--- config.mk ---
export PLATFORM = sky130hd
export DESIGN_NAME = bg_rom_arbiter_flat
export DESIGN_NICKNAME = d
export VERILOG_FILES = /design/src/rtl/bg_rom_arbiter_if.sv /design/src/rtl/bg_rom_arbiter.sv /design/src/flat_wrapper.sv
export SDC_FILE = /design/constraint.sdc
export NUM_CORES = 1
export LEC_CHECK = 0
export CELL_PAD_IN_SITES_DETAIL_PLACEMENT = 1
export CELL_PAD_IN_SITES_GLOBAL_PLACEMENT = 2
export CORE_ASPECT_RATIO = 1.25
export CORE_MARGIN = 3
export CORE_UTILIZATION = 40
export DETAILED_ROUTE_END_ITERATION = 16
export PLACE_DENSITY = 0.88
export SETUP_SLACK_MARGIN = 0.2
export SLEW_MARGIN = 20
export SYNTH_ARGS = -nofsm -noshare
export SYNTH_HDL_FRONTEND = slang
export SYNTH_SLANG_ARGS = --single-unit
export TNS_END_PERCENT = 100
--- constraint.sdc ---
create_clock -name vga_clk -period 19.8 [get_ports vga_clk]
set_input_delay 1.98 -clock vga_clk [delete_from_list [all_inputs] [get_ports vga_clk]]
set_output_delay 1.98 -clock vga_clk [all_outputs]
set_load 0.02 [all_outputs]
--- src/rtl/bg_rom_arbiter_if.sv ---
// Bundles the bg_rom_arbiter's signals: the VGA pixel stream, the background ROM port,
// the palette index and the collision query handshake.
// slave  = arbiter side, master = environment side (VGA, ROM, palette LUT, game logic).
interface bg_rom_arbiter_if #(
  parameter int unsigned ADDR_W = 15,
  parameter int unsigned DATA_W = 4
);
  logic [9:0]        DrawX;
  logic [9:0]        DrawY;
  logic              blank;
  logic [ADDR_W-1:0] rom_address;
  logic [DATA_W-1:0] rom_q;
  logic [DATA_W-1:0] pix_index;
  logic              q_req;
  logic [9:0]        q_x;
  logic [9:0]        q_y;
  logic              q_ack;
  logic [DATA_W-1:0] q_data;
  logic              q_oob;
  logic [15:0]       q_wait_cycles;

  modport slave (
    input  DrawX, DrawY, blank, rom_q, q_req, q_x, q_y,
    output rom_address, pix_index, q_ack, q_data, q_oob, q_wait_cycles
  );

  modport master (
    output DrawX, DrawY, blank, rom_q, q_req, q_x, q_y,
    input  rom_address, pix_index, q_ack, q_data, q_oob, q_wait_cycles
  );
endinterface

--- src/rtl/bg_rom_arbiter.sv ---
// Shares a single-port background ROM (1-cycle read latency) between the VGA display fetch
// and a game-logic collision query port. The display always owns the ROM during visible
// pixels; queries are issued only in H/V blanking slots.
// Optional build macro BGARB_PERF_EN: enables the 16-bit saturating query stall counter
// on q_wait_cycles. When it is undefined, q_wait_cycles is tied to 0.
module bg_rom_arbiter #(
  parameter int unsigned H_VIS  = 640,
  parameter int unsigned V_VIS  = 480,
  parameter int unsigned IMG_W  = 105,
  parameter int unsigned IMG_H  = 117,
  parameter int unsigned ADDR_W = 15,
  parameter int unsigned DATA_W = 4
) (
  input logic               vga_clk,
  input logic               reset_n,
  bg_rom_arbiter_if.slave   bus
);

  // Address arithmetic width; wide enough for 1023*IMG_H and the final sum
  localparam int unsigned CALC_W = 20;

  localparam logic [9:0]        H_VIS_C = 10'(H_VIS);
  localparam logic [9:0]        V_VIS_C = 10'(V_VIS);
  localparam logic [9:0]        IMG_W_C = 10'(IMG_W);
  localparam logic [9:0]        IMG_H_C = 10'(IMG_H);
  localparam logic [CALC_W-1:0] IMG_W_K = CALC_W'(IMG_W);
  localparam logic [CALC_W-1:0] IMG_H_K = CALC_W'(IMG_H);
  localparam logic [CALC_W-1:0] H_VIS_K = CALC_W'(H_VIS);
  localparam logic [CALC_W-1:0] V_VIS_K = CALC_W'(V_VIS);

  typedef enum logic [1:0] {
    S_IDLE  = 2'd0,
    S_ISSUE = 2'd1,
    S_WAIT  = 2'd2,
    S_DONE  = 2'd3
  } state_t;

  state_t            state, state_nxt;
  logic [9:0]        q_x_l, q_x_nxt;
  logic [9:0]        q_y_l, q_y_nxt;
  logic              q_ack_r, q_ack_nxt;
  logic [DATA_W-1:0] q_data_r, q_data_nxt;
  logic              q_oob_r, q_oob_nxt;
  logic              blank_d1;
  logic [DATA_W-1:0] pix_r;

  logic              disp_slot;
  logic              issue_sel;
  logic              req_oob;
  logic [CALC_W-1:0] disp_x_term;
  logic [CALC_W-1:0] disp_y_row;
  logic [CALC_W-1:0] disp_addr;
  logic [CALC_W-1:0] query_addr;

  // Visible-pixel detection: the display owns the ROM in these cycles
  always_comb begin
    disp_slot = (bus.DrawX < H_VIS_C) && (bus.DrawY < V_VIS_C);
  end

  // Screen-to-image scaling for the display fetch, truncating each term
  always_comb begin
    disp_x_term = (CALC_W'(bus.DrawX) * IMG_W_K) / H_VIS_K;
    disp_y_row  = (CALC_W'(bus.DrawY) * IMG_H_K) / V_VIS_K;
    disp_addr   = disp_x_term + disp_y_row * IMG_W_K;
    query_addr  = CALC_W'(q_y_l) * IMG_W_K + CALC_W'(q_x_l);
  end

  // ROM address mux; the query only gets the ROM in ISSUE outside a visible slot
  always_comb begin
    issue_sel = (state == S_ISSUE) && !disp_slot;
    if (!reset_n) begin
      bus.rom_address = '0;
    end else if (issue_sel) begin
      bus.rom_address = ADDR_W'(query_addr);
    end else begin
      bus.rom_address = ADDR_W'(disp_addr);
    end
  end

  // Display pipeline: visibility travels alongside the ROM read, then the index is registered
  always_ff @(posedge vga_clk or negedge reset_n) begin
    if (!reset_n) begin
      blank_d1 <= 1'b0;
      pix_r    <= '0;
    end else begin
      blank_d1 <= bus.blank;
      pix_r    <= blank_d1 ? bus.rom_q : '0;
    end
  end

  // Query FSM state and registered handshake outputs
  always_ff @(posedge vga_clk or negedge reset_n) begin
    if (!reset_n) begin
      state    <= S_IDLE;
      q_x_l    <= '0;
      q_y_l    <= '0;
      q_ack_r  <= 1'b0;
      q_data_r <= '0;
      q_oob_r  <= 1'b0;
    end else begin
      state    <= state_nxt;
      q_x_l    <= q_x_nxt;
      q_y_l    <= q_y_nxt;
      q_ack_r  <= q_ack_nxt;
      q_data_r <= q_data_nxt;
      q_oob_r  <= q_oob_nxt;
    end
  end

  // Query FSM next state; q_ack is raised on every transition into DONE
  always_comb begin
    state_nxt  = state;
    q_x_nxt    = q_x_l;
    q_y_nxt    = q_y_l;
    q_ack_nxt  = 1'b0;
    q_data_nxt = q_data_r;
    q_oob_nxt  = q_oob_r;
    req_oob    = (bus.q_x >= IMG_W_C) || (bus.q_y >= IMG_H_C);
    case (state)
      S_IDLE: begin
        if (bus.q_req) begin
          q_x_nxt = bus.q_x;
          q_y_nxt = bus.q_y;
          if (req_oob) begin
            state_nxt  = S_DONE;
            q_ack_nxt  = 1'b1;
            q_data_nxt = '0;
            q_oob_nxt  = 1'b1;
          end else begin
            state_nxt = S_ISSUE;
          end
        end
      end
      S_ISSUE: begin
        if (!disp_slot) begin
          state_nxt = S_WAIT;
        end
      end
      S_WAIT: begin
        // The address was driven in the previous (ISSUE) cycle, so rom_q is ours
        state_nxt  = S_DONE;
        q_ack_nxt  = 1'b1;
        q_data_nxt = bus.rom_q;
        q_oob_nxt  = 1'b0;
      end
      S_DONE: begin
        state_nxt = S_IDLE;
      end
      default: begin
        state_nxt = S_IDLE;
      end
    endcase
  end

`ifdef BGARB_PERF_EN
  logic [15:0] wait_cnt;
  logic        stall;

  // Saturating count of cycles a query spends blocked by the display
  always_ff @(posedge vga_clk or negedge reset_n) begin
    if (!reset_n) begin
      wait_cnt <= '0;
    end else if (stall && (wait_cnt != 16'hFFFF)) begin
      wait_cnt <= wait_cnt + 16'd1;
    end
  end

  // Stall qualifier for the counter
  always_comb begin
    stall = (state == S_ISSUE) && disp_slot;
  end

  assign bus.q_wait_cycles = wait_cnt;
`else
  assign bus.q_wait_cycles = 16'd0;
`endif

  assign bus.pix_index = pix_r;
  assign bus.q_ack     = q_ack_r;
  assign bus.q_data    = q_data_r;
  assign bus.q_oob     = q_oob_r;

endmodule

--- src/flat_wrapper.sv ---
// flat-port wrapper written by rule: the top's interface ports become plain ports
module bg_rom_arbiter_flat 
#(
  parameter int unsigned H_VIS  = 640,
  parameter int unsigned V_VIS  = 480,
  parameter int unsigned IMG_W  = 105,
  parameter int unsigned IMG_H  = 117,
  parameter int unsigned ADDR_W = 15,
  parameter int unsigned DATA_W = 4
)
  (vga_clk, reset_n, bus_DrawX, bus_DrawY, bus_blank, bus_rom_q, bus_q_req, bus_q_x, bus_q_y, bus_rom_address, bus_pix_index, bus_q_ack, bus_q_data, bus_q_oob, bus_q_wait_cycles);
  bg_rom_arbiter_if #(.ADDR_W(ADDR_W), .DATA_W(DATA_W)) bus_i ();
  input logic vga_clk;
  input logic reset_n;
  input wire logic [$bits(bus_i.DrawX)-1:0] bus_DrawX;
  input wire logic [$bits(bus_i.DrawY)-1:0] bus_DrawY;
  input wire logic [$bits(bus_i.blank)-1:0] bus_blank;
  input wire logic [$bits(bus_i.rom_q)-1:0] bus_rom_q;
  input wire logic [$bits(bus_i.q_req)-1:0] bus_q_req;
  input wire logic [$bits(bus_i.q_x)-1:0] bus_q_x;
  input wire logic [$bits(bus_i.q_y)-1:0] bus_q_y;
  output wire logic [$bits(bus_i.rom_address)-1:0] bus_rom_address;
  output wire logic [$bits(bus_i.pix_index)-1:0] bus_pix_index;
  output wire logic [$bits(bus_i.q_ack)-1:0] bus_q_ack;
  output wire logic [$bits(bus_i.q_data)-1:0] bus_q_data;
  output wire logic [$bits(bus_i.q_oob)-1:0] bus_q_oob;
  output wire logic [$bits(bus_i.q_wait_cycles)-1:0] bus_q_wait_cycles;
  assign bus_i.DrawX = bus_DrawX;
  assign bus_i.DrawY = bus_DrawY;
  assign bus_i.blank = bus_blank;
  assign bus_i.rom_q = bus_rom_q;
  assign bus_i.q_req = bus_q_req;
  assign bus_i.q_x = bus_q_x;
  assign bus_i.q_y = bus_q_y;
  assign bus_rom_address = bus_i.rom_address;
  assign bus_pix_index = bus_i.pix_index;
  assign bus_q_ack = bus_i.q_ack;
  assign bus_q_data = bus_i.q_data;
  assign bus_q_oob = bus_i.q_oob;
  assign bus_q_wait_cycles = bus_i.q_wait_cycles;
  bg_rom_arbiter #(.H_VIS(H_VIS), .V_VIS(V_VIS), .IMG_W(IMG_W), .IMG_H(IMG_H), .ADDR_W(ADDR_W), .DATA_W(DATA_W)) u_core (.vga_clk(vga_clk), .reset_n(reset_n), .bus(bus_i));
endmodule
==> metrics.md <==
| Metric | Value |
|---|---|
| Crit path top cell by count | `inv_1` |
| Critical Path RT | `17.82 ns` |
| Drt pass-1 iters | `4` |
| Post-Syn Area | `9340 µm²` |
| Critical Path Fanout Max | `11` |
| Vias/cell | `5.36` |
| Post-CTS Setup Bufs | `0` |
| Initial antenna violation count | `0` |
| Wirelength per Cell | `15.4 µm` |
| Hold Violations, Final | `0` |
| Number of hold-repair buffers added at the cts stage | `0` |
| Antenna viol nets, final | `0` |
| WS Path Type | `primary input to output port` |
| Post-synth EDFFs | `0` |
| Yosys top cell area share | `0.253` |
| Initial core utilization | `0.413` |
| Critical-path top delay cell | `xnor2_1` |
| CORE AREA | `22600 µm²` |
| TNS Setup | `0 ns` |
| Layout cell share with drive strength beyond 1 | `0.0652` |
| Filler instances | `2706` |
| Die Area | `25200 µm²` |
| Final critical-path required period | `15.55 ns` |
| Tightest Hold Check Type | `flop to flop` |
| DR iter-0 viols | `189` |
| Clock Tree Buf Depth | `2` |
| Detailed-route via count | `7687` |
| Final Max Tran Viols | `0` |
| Area Growth Syn to Fin | `11.7%` |
| Post-synthesis register bit count | `33` |
| Final setup viols | `0` |
| Die Y | `177 µm` |
| IO Count | `89` |
| Setup Skew | `0.00138 ns` |
| Met2 GRT Util | `0.335` |
| Outcome | `finished, final reports clean` |
| Wirelength, routed | `22100 µm` |
| GRT met3 Usage | `0.0195` |
| Critical Path Source Type | `primary input` |
| CP max stage delay | `0.69 ns` |
| # rows | `61` |
| Die W | `143 µm` |
| PortBufs | `72` |
| CTS buffer count | `5` |
| Total Routing Usage GR | `0.175` |
| DRC | `0` |
| Global-route wire length before repair | `37600 µm` |
| Unrepaired setup endpoints after global routing | `no` |
| Most common flop cell mapped by yosys | `dfrtp_1` |
| Worst-margin pin slew | `0.958 ns` |
| Max Clk Rate | `64.3 MHz` |
| Distinct cells, synth | `95` |
| Worst EP arrival | `13.57 ns` |
| Clock Sinks | `33` |
| Post-synthesis sequential area ratio | `0.0884` |
| Clk root buf | `clkbuf_16` |
| Met1 global-route usage | `0.214` |
| Synth Instances | `1085` |
| Dominant cells by area after synthesis | `ha_1 (25%), fa_1 (13%), dfrtp_1 (8.8%)` |
| Yosys synthesis warning count | `0` |
| Largest net degree at the start of global routing | `49` |
| Tcrit/Tclk final | `0.785` |
| Placer Congestion | `0.834` |
| Max-cap viol count | `0` |
| Clk Latency, worst-skew pair | `0.27 ns` |
| Post-DP HPWL | `19100 µm` |
| Number of global-route vias before repair | `8029` |
| Relative slew margins | `0.361` |
| Nets | `1448` |
| Busiest grt layer | `met2` |
| Ant. Diodes | `0` |
| TritonCTS clock tree | `yes` |
| Post-CTS Resized | `0` |
| Worst setup EP type | `output port` |
| Worst-path clk slew | `0.05 ns` |
| Post-synth top area cell | `ha_1` |
| Syn avg cell area | `8.61 µm²` |
| GRT overflow | `0` |
| CTS HTree Levels | `2` |
| Synth async-reset ratio | `1.00` |
cell type report:
type	instances	area, µm²	share of cell area
sequential	33	826	0.0791
multi-input combinational	835	7630	0.732
inverter	199	747	0.0716
clock buffer	8	136	0.0131
timing repair buffer	75	738	0.0707
tap	283	354	0.0339
registers in the layout (all words and copies together) (netlist names):
signal and count:
u_core.bus.q_oob 1, u_core.state 2, u_core.bus.pix_index 4, u_core.blank_d1 1, u_core.bus.q_ack 1, u_core.q_x_l 10, u_core.q_y_l 10, u_core.bus.q_data 4
worst max-delay path: cells and delay by family:
family,cells,cell delay [ns]
AOI/OAI and AO/OA,19,4.31
xor gates and xnor gates,2,0.79
adders and majority gates,10,4.07
buffers and inverters,8,1.52
muxes,1,0.38
and+or+nand+nor,5,0.52
worst paths after layout:
kind,startpoint,endpoint,slack [ns],cells past startpoint
max,bus_DrawY[1],bus_rom_address[14],4.25,45
min,u_core.bus.q_data[1],u_core.bus.q_data[1],0.51,1
max reg2reg,u_core.state[0],u_core.bus.q_data[2],17.62,6
min reg2reg,u_core.bus.q_data[1],u_core.bus.q_data[1],0.51,1
max in group asynchronous,reset_n,u_core.q_x_l[7],17.34,1
min in group asynchronous,reset_n,u_core.state[0],1.86,1
synth_stat cells, types with 15 or more instances:
cell type  count
a21o_1        19
a21oi_1       52
and2_1        21
buf_4         17
dfrtp_1       33
fa_1          62
ha_1         189
inv_1        198
mux2_2        24
nand2_1       50
nand3_1       15
nor2_1        47
nor3_1        22
o21ai_0       37
xnor2_1       41
xor2_1        20
kinds of logic after synthesis:
family	after synthesis	share of synthesized area
adders and majority gates	252	0.387
AOI/OAI and AO/OA	250	0.200
DFF	33	0.0884
other	1	0.000401
and+or+nand+nor	220	0.120
muxes	33	0.0395
buffers and inverters	232	0.101
xor gates and xnor gates	64	0.0639
per-layer routing:
layer / vias to the layer above / wire length [µm]
li1: 3856 / -
met1: 3724 / 9420
met2: 90 / 11800
met3: 17 / 631
met4: 0 / 242
met5: - / 0
cell usage in the layout (no fill, tap or decap), types with 12 or more instances in the layout:
master and count:
a31oi_1 12, mux2_2 24, nand2_1 50, conb_1 16
a21oi_1 52, a21o_1 19, nor2_1 47, nor3_1 21
o21bai_1 13, xor2_1 20, fa_1 62, clkdlybuf4s50_1 71
ha_1 189, o21ai_0 37, xnor2_1 41, dfrtp_1 33
nand3_1 15, and2_1 21, inv_1 198
through the flow:
stage / worst slack (ns) / utilization / instance area (µm²) / cells / hold slack, ns
6_report: 4.25 / 0.462 / 10400 / 1433 / 0.506
3_5_place_dp: 4.18 / 0.456 / 10300 / 1425 / 0.491
5_1_grt: 3.27 / 0.462 / 10400 / 1433 / 0.531
4_1_cts: 4.14 / 0.462 / 10400 / 1433 / 0.515
2_1_floorplan: 6.44 / - / 9400 / 1100 / 0.473
3_3_place_gp: 4.50 / 0.456 / 10300 / 1425 / 0.492
Power is not shown: default switching activity piles up to over one toggle a cycle in this logic, so the estimate is an artifact.
